`src/rtl/interp_ce_scheduler_pkg.sv`:
```
// Shared types and constants for the interpolating-chain clock-enable scheduler.
package interp_ce_scheduler_pkg;

  typedef enum logic [1:0] {
    ST_IDLE  = 2'd0,
    ST_RUN   = 2'd1,
    ST_DRAIN = 2'd2
  } state_e;

  localparam int NUM_STAGES_DEF = 7;
  localparam int DATA_W_DEF     = 16;

  // All-ones mask covering the k least significant bits.
  function automatic logic [31:0] low_mask(input int k);
    if (k >= 32) return 32'hFFFF_FFFF;
    return (32'd1 << k) - 32'd1;
  endfunction

endpackage

```
`src/rtl/interp_ce_scheduler_phase_counter.sv`:
```
// Free-running phase counter and per-stage enable decode; stage k fires every 2^k ticks.
module interp_phase_counter
  import interp_ce_scheduler_pkg::*;
#(
  parameter int NUM_STAGES = NUM_STAGES_DEF
) (
  input  logic                  clk,
  input  logic                  reset,
  input  logic                  tick_i,
  input  logic                  clear_i,
  output logic [NUM_STAGES-1:0] stage_ce_o
);

  localparam int CW = (NUM_STAGES > 1) ? NUM_STAGES - 1 : 1;

  logic [CW-1:0] cnt_q, cnt_d;

  always_comb begin
    cnt_d = cnt_q;
    if (clear_i)     cnt_d = '0;
    else if (tick_i) cnt_d = cnt_q + CW'(1);
  end

  always_ff @(posedge clk) begin
    if (reset) cnt_q <= '0;
    else       cnt_q <= cnt_d;
  end

  assign stage_ce_o[0] = tick_i;

  // Stage k sees its enable when the k low counter bits are all ones.
  for (genvar k = 1; k < NUM_STAGES; k++) begin : g_ce
    localparam logic [31:0] MASK = low_mask(k);
    assign stage_ce_o[k] = tick_i && ((cnt_q & MASK[CW-1:0]) == MASK[CW-1:0]);
  end

endmodule

```
`src/rtl/interp_ce_scheduler.sv`:
```
// Run/stop sequencer, sample request handshake and underrun tracking for the x2 interpolating chain.
module interp_ce_scheduler
  import interp_ce_scheduler_pkg::*;
#(
  parameter int NUM_STAGES  = NUM_STAGES_DEF,
  parameter int DATA_W      = DATA_W_DEF,
  parameter int DRAIN_TICKS = 8,
  parameter int CNT_W       = 16
) (
  input  logic                     clk,
  input  logic                     reset,
  input  logic                     clk_enable,
  input  logic                     start,
  input  logic                     stop,
  input  logic                     in_valid,
  input  logic signed [DATA_W-1:0] in_data,
  output logic                     in_ready,
  output logic signed [DATA_W-1:0] stage_data,
  output logic [NUM_STAGES-1:0]    stage_ce,
  output logic                     busy,
  output logic [CNT_W-1:0]         underrun_count
);

  localparam int DCW = $clog2(DRAIN_TICKS + 1);

  state_e                   state_q, state_d;
  logic                     busy_q;
  logic [DCW-1:0]           drain_cnt_q;
  logic signed [DATA_W-1:0] stage_data_q;
  logic [CNT_W-1:0]         underrun_q;
  logic                     tick, top_ce, clear, drain_done;

  assign tick = clk_enable && (state_q != ST_IDLE);

  interp_phase_counter #(.NUM_STAGES(NUM_STAGES)) u_phase (
    .clk       (clk),
    .reset     (reset),
    .tick_i    (tick),
    .clear_i   (clear),
    .stage_ce_o(stage_ce)
  );

  assign top_ce     = stage_ce[NUM_STAGES-1];
  assign in_ready   = (state_q == ST_RUN) && top_ce;
  assign drain_done = (state_q == ST_DRAIN) && top_ce && (drain_cnt_q == DCW'(DRAIN_TICKS - 1));

  always_comb begin
    state_d = state_q;
    unique case (state_q)
      ST_IDLE:  if (start && !stop) state_d = ST_RUN;
      ST_RUN:   if (stop)           state_d = ST_DRAIN;
      ST_DRAIN: if (drain_done)     state_d = ST_IDLE;
      default:                      state_d = ST_IDLE;
    endcase
  end

  // Phase restarts on entering RUN and on returning to IDLE; RUN->DRAIN keeps it.
  assign clear = ((state_q == ST_IDLE) && (state_d == ST_RUN)) ||
                 ((state_q != ST_IDLE) && (state_d == ST_IDLE));

  always_ff @(posedge clk) begin
    if (reset) begin
      state_q      <= ST_IDLE;
      busy_q       <= 1'b0;
      drain_cnt_q  <= '0;
      stage_data_q <= '0;
      underrun_q   <= '0;
    end else begin
      state_q <= state_d;
      busy_q  <= (state_d != ST_IDLE);
      if ((state_q == ST_DRAIN) && top_ce)
        drain_cnt_q <= drain_done ? '0 : drain_cnt_q + DCW'(1);
      if (in_ready) begin
        stage_data_q <= in_valid ? in_data : '0;
        if (!in_valid && (underrun_q != '1)) underrun_q <= underrun_q + CNT_W'(1);
      end else if ((state_q == ST_DRAIN) && top_ce) begin
        stage_data_q <= '0;
      end
    end
  end

  assign busy           = busy_q;
  assign stage_data     = stage_data_q;
  assign underrun_count = underrun_q;

endmodule

```
`config.mk`:
```
export PLATFORM = sky130hd
export DESIGN_NAME = interp_ce_scheduler
export DESIGN_NICKNAME = d
export VERILOG_FILES = /design/src/rtl/interp_ce_scheduler_pkg.sv /design/src/rtl/interp_ce_scheduler_phase_counter.sv /design/src/rtl/interp_ce_scheduler.sv
export SDC_FILE = /design/constraint.sdc
export NUM_CORES = 1
export LEC_CHECK = 0
export ABC_AREA = 1
export BUFFER_PORTS_ARGS = -buffer_cell sky130_fd_sc_hd__buf_4
export CAP_MARGIN = 20
export CORE_MARGIN = 4
export CORE_UTILIZATION = 45
export CTS_BUF_LIST = sky130_fd_sc_hd__clkbuf_4
export CTS_CLUSTER_DIAMETER = 60
export DETAILED_ROUTE_END_ITERATION = 16
export PLACE_DENSITY = 0.74
export SETUP_SLACK_MARGIN = 0.15
export SYNTH_ARGS = -nofsm -noshare
export SYNTH_HDL_FRONTEND = slang
export SYNTH_SLANG_ARGS = --single-unit
```
`constraint.sdc`:
```
create_clock -name clk -period 3.6 [get_ports clk]
set_input_delay 0 -clock clk [delete_from_list [all_inputs] [get_ports clk]]
set_output_delay 0 -clock clk [all_outputs]
set_load 0.1 [all_outputs]
```
==> results.md <==
- Tcrit/Tclk final: 65.2%
- Effective utilization at floorplan: 46.3%
- Crit path DAT: 2640 ps
- CP Capture Type: flip-flop
- Total core area: 5070 sq um
- Dpl hpwl: 3.90 mm
- TritonRoute pass-1 iters: 4
- Pin count of the biggest net entering global routing: 33
- Cell variety after synth: 23
- Cell Area, Synth: 2350 sq um
- Worst reg2reg path depth: 8
- GR Util All Layers: 19.3%
- Initial drt markers: 115
- Worst vdd ir: 214 uV
- Fin. max-slew vios: 0
- Hold crit path type: in -> reg
- Vias: 2440
- Vert. Die Dim: 80.3 um
- Die area: 6440 sq um
- Final setup viols: 0
- Root buffer selected by CTS: clkbuf_4
- Total CTS buffers: 5
- Vias in the first global route: 2292
- Area grow syn2layout: 37.5%
- Final min period: 2350 ps
- Status: finished, final reports clean
- Vias per cell: 4.82
- Share of cells above drive strength 1: 20.9%
- Layout fillers: 475
- Synth warn: 0
- Initial antenna violation count: 0
- Post-synth EDFFs: 0
- Row cnt: 26
- Register-to-register setup slack: 1250 ps
- Overflow after GRT: 0
- Antenna cells: 0
- Critical path launch point type: flip-flop
- Worst-Skew Late Latency: 370 ps
- Die W: 80.3 um
- RR Endpoint: stage_data[15]
- Pwr dens: 277 nW/um^2
- IO Count: 63
- Most frequent cell after synthesis: nand2_1
- Final Hold Viols: 0
- Max-capacitance violation count: 0
- Post-CTS setup buffer count: 0
- Cells after synthesis: 345
- FF-to-FF Start: u_phase.cnt_q[0]
- Ys async rst share: 0%
- Worst-margin pin slew: 389 ps
- Resize count post-CTS: 0
- Hold depth: 3
- Worst Hold Launch: in_valid
- Seq/Total Area, Yosys: 38.3%
- Mapped Nets: 372
- First-pass GRT wire length: 10.0 mm
- IO Port Bufs: 62
- Post-layout nets: 462
- Clk sinks: 45
- CP Max Fanout: 18
- Remaining antenna violation count: 0
- #FFs+latches synth: 45
- Hold_ws: 21.3 ps
- Hold Path End: stage_data[10]
- Area leader, netlist: dfxtp_1
- Worst setup path class: reg -> reg
- Unrepaired setup endpoints after global routing: false
- H-Tree Depth: 2
- Avg Cell Area, Syn: 6.81 sq um
- Setup TNS: 0 ps
- Achievable frequency: 426 MHz
- Worst Path Required: 3890 ps
- CTS max path bufs: 2
- RD Place Congestion: 0.867
- Rel. slew slack: 74.1%
- Clk slew on worst S/H paths: 140 ps
- DRC violations left: 0
- Max Clock Skew: 14.4 ps
- Routed wire length per instance: 11.9 um
- CP startpoint: u_phase.cnt_q[0]
- Top-area cell type share of the netlist area: 38.3%
- Leak: 0.00132 uW
- Synth top cells by count: nand2_1, dfxtp_1, inv_1, nand3_1, nor2_1
- Synth top area cells: dfxtp_1, nand2_1, nand3_1, inv_1, a21oi_1
- CTS tree: done
- Post-synth top flop: dfxtp_1
- Routed WL: 6.05 mm
## cells in the final DEF, fill, tap and decap left out
cell / netlist / final
nor2_1: 31 / 31
o21ai_0: 7 / 7
clkbuf_4: 0 / 6
ha_1: 5 / 5
bufinv_16: 0 / 1
inv_1: 39 / 39
a21oi_2: 7 / 7
nor4_1: 1 / 1
nor2_4: 5 / 5
xor2_1: 4 / 4
nor3_1: 4 / 4
nand3_1: 31 / 31
nand3_2: 1 / 1
nor2_2: 4 / 4
dlygate4sd3_1: 0 / 32
xnor2_1: 5 / 5
nand4_1: 8 / 8
buf_4: 4 / 62
nand2_1: 105 / 105
nand2_2: 2 / 2
clkinv_1: 0 / 1
a21oi_1: 26 / 26
dfxtp_1: 45 / 45
or2_1: 1 / 1
inv_2: 3 / 3
## critical path, stage by stage, from the launching register on
cell           delay, ps
dfxtp_1              410
ha_1                 230
nand3_2              110
nor2_2               170
nand3_1              140
inv_2                300
nand3_1              140
dlygate4sd3_1        580
a21oi_1              200
## where the power goes
group	leakage [uW]	internal (uW)	total, uW	switching, uW
logic	0.000919	34.4	75.9	41.5
registers	0.000363	500	503	2.44
clock network	0.0000433	152	316	164
## registers in the layout, summed over array words and instances (netlist names)
| name | flops |
|---|---|
| busy | 1 |
| u_phase.cnt_q | 6 |
| state_q | 2 |
| drain_cnt_q | 4 |
| underrun_count | 16 |
| stage_data | 16 |
## how the worst max path moves through the flow
| stage | end | cells after the start |
|---|---|---|
| after floorplan | underrun_count[5] | 9 |
| after global placement | stage_data[4] | 8 |
| after detailed placement | stage_data[8] | 8 |
| after CTS | stage_data[11] | 8 |
| after global routing | stage_data[15] | 8 |
| final | stage_data[15] | 8 |
## area by class of cell
class / count / area (sq um) / share of cell area, %
Multi-Input combinational cell: 247 / 1220 / 37.8
Sequential cell: 45 / 901 / 27.9
Timing Repair Buffer: 94 / 786 / 24.3
Inverter: 42 / 158 / 4.88
Tap cell: 70 / 87.6 / 2.71
Clock buffer: 6 / 45.0 / 1.39
Clock inverter: 2 / 33.8 / 1.05
## cell families after synthesis
group | Yosys count | synth area share [%]
adder cells (fa/ha/maj) | 5 | 2.66
buffers and inverters | 53 | 9.74
flip-flops | 45 | 38.3
XOR/XNOR | 9 | 3.35
AO/OA/AOI/OAI | 40 | 9.64
AND/OR/NAND/NOR | 193 | 36.3
## stage by stage
stage / area, sq um / setup slack, ps / instances / total power (uW) / utilization (%)
6_report: 3230 / 1250 / 506 / 895 / 63.7
5_1_grt: 3230 / 1120 / 506 / 932 / 63.7
2_1_floorplan: 2350 / 1240 / 345 / 549 / -
3_3_place_gp: 2830 / 1870 / 466 / 573 / 55.8
3_5_place_dp: 2830 / 1830 / 466 / 573 / 55.8
4_1_cts: 3230 / 1360 / 506 / 906 / 63.7
## metal layers
metal | wire, um | GRT usage [%] | vias to the layer above
met5 | 0 | 0 | -
li1 | - | - | 1277
met4 | 125 | 8.61 | 0
met1 | 2550 | 22.0 | 1105
met2 | 3140 | 34.3 | 46
met3 | 235 | 4.26 | 12
## repair_timing
item / CTS / global route
hold buffers: 32 / 0
setup endpoints to repair: 0 / 0
hold endpoints to repair: 18 / 0
Power figures use the tool's default switching activity.
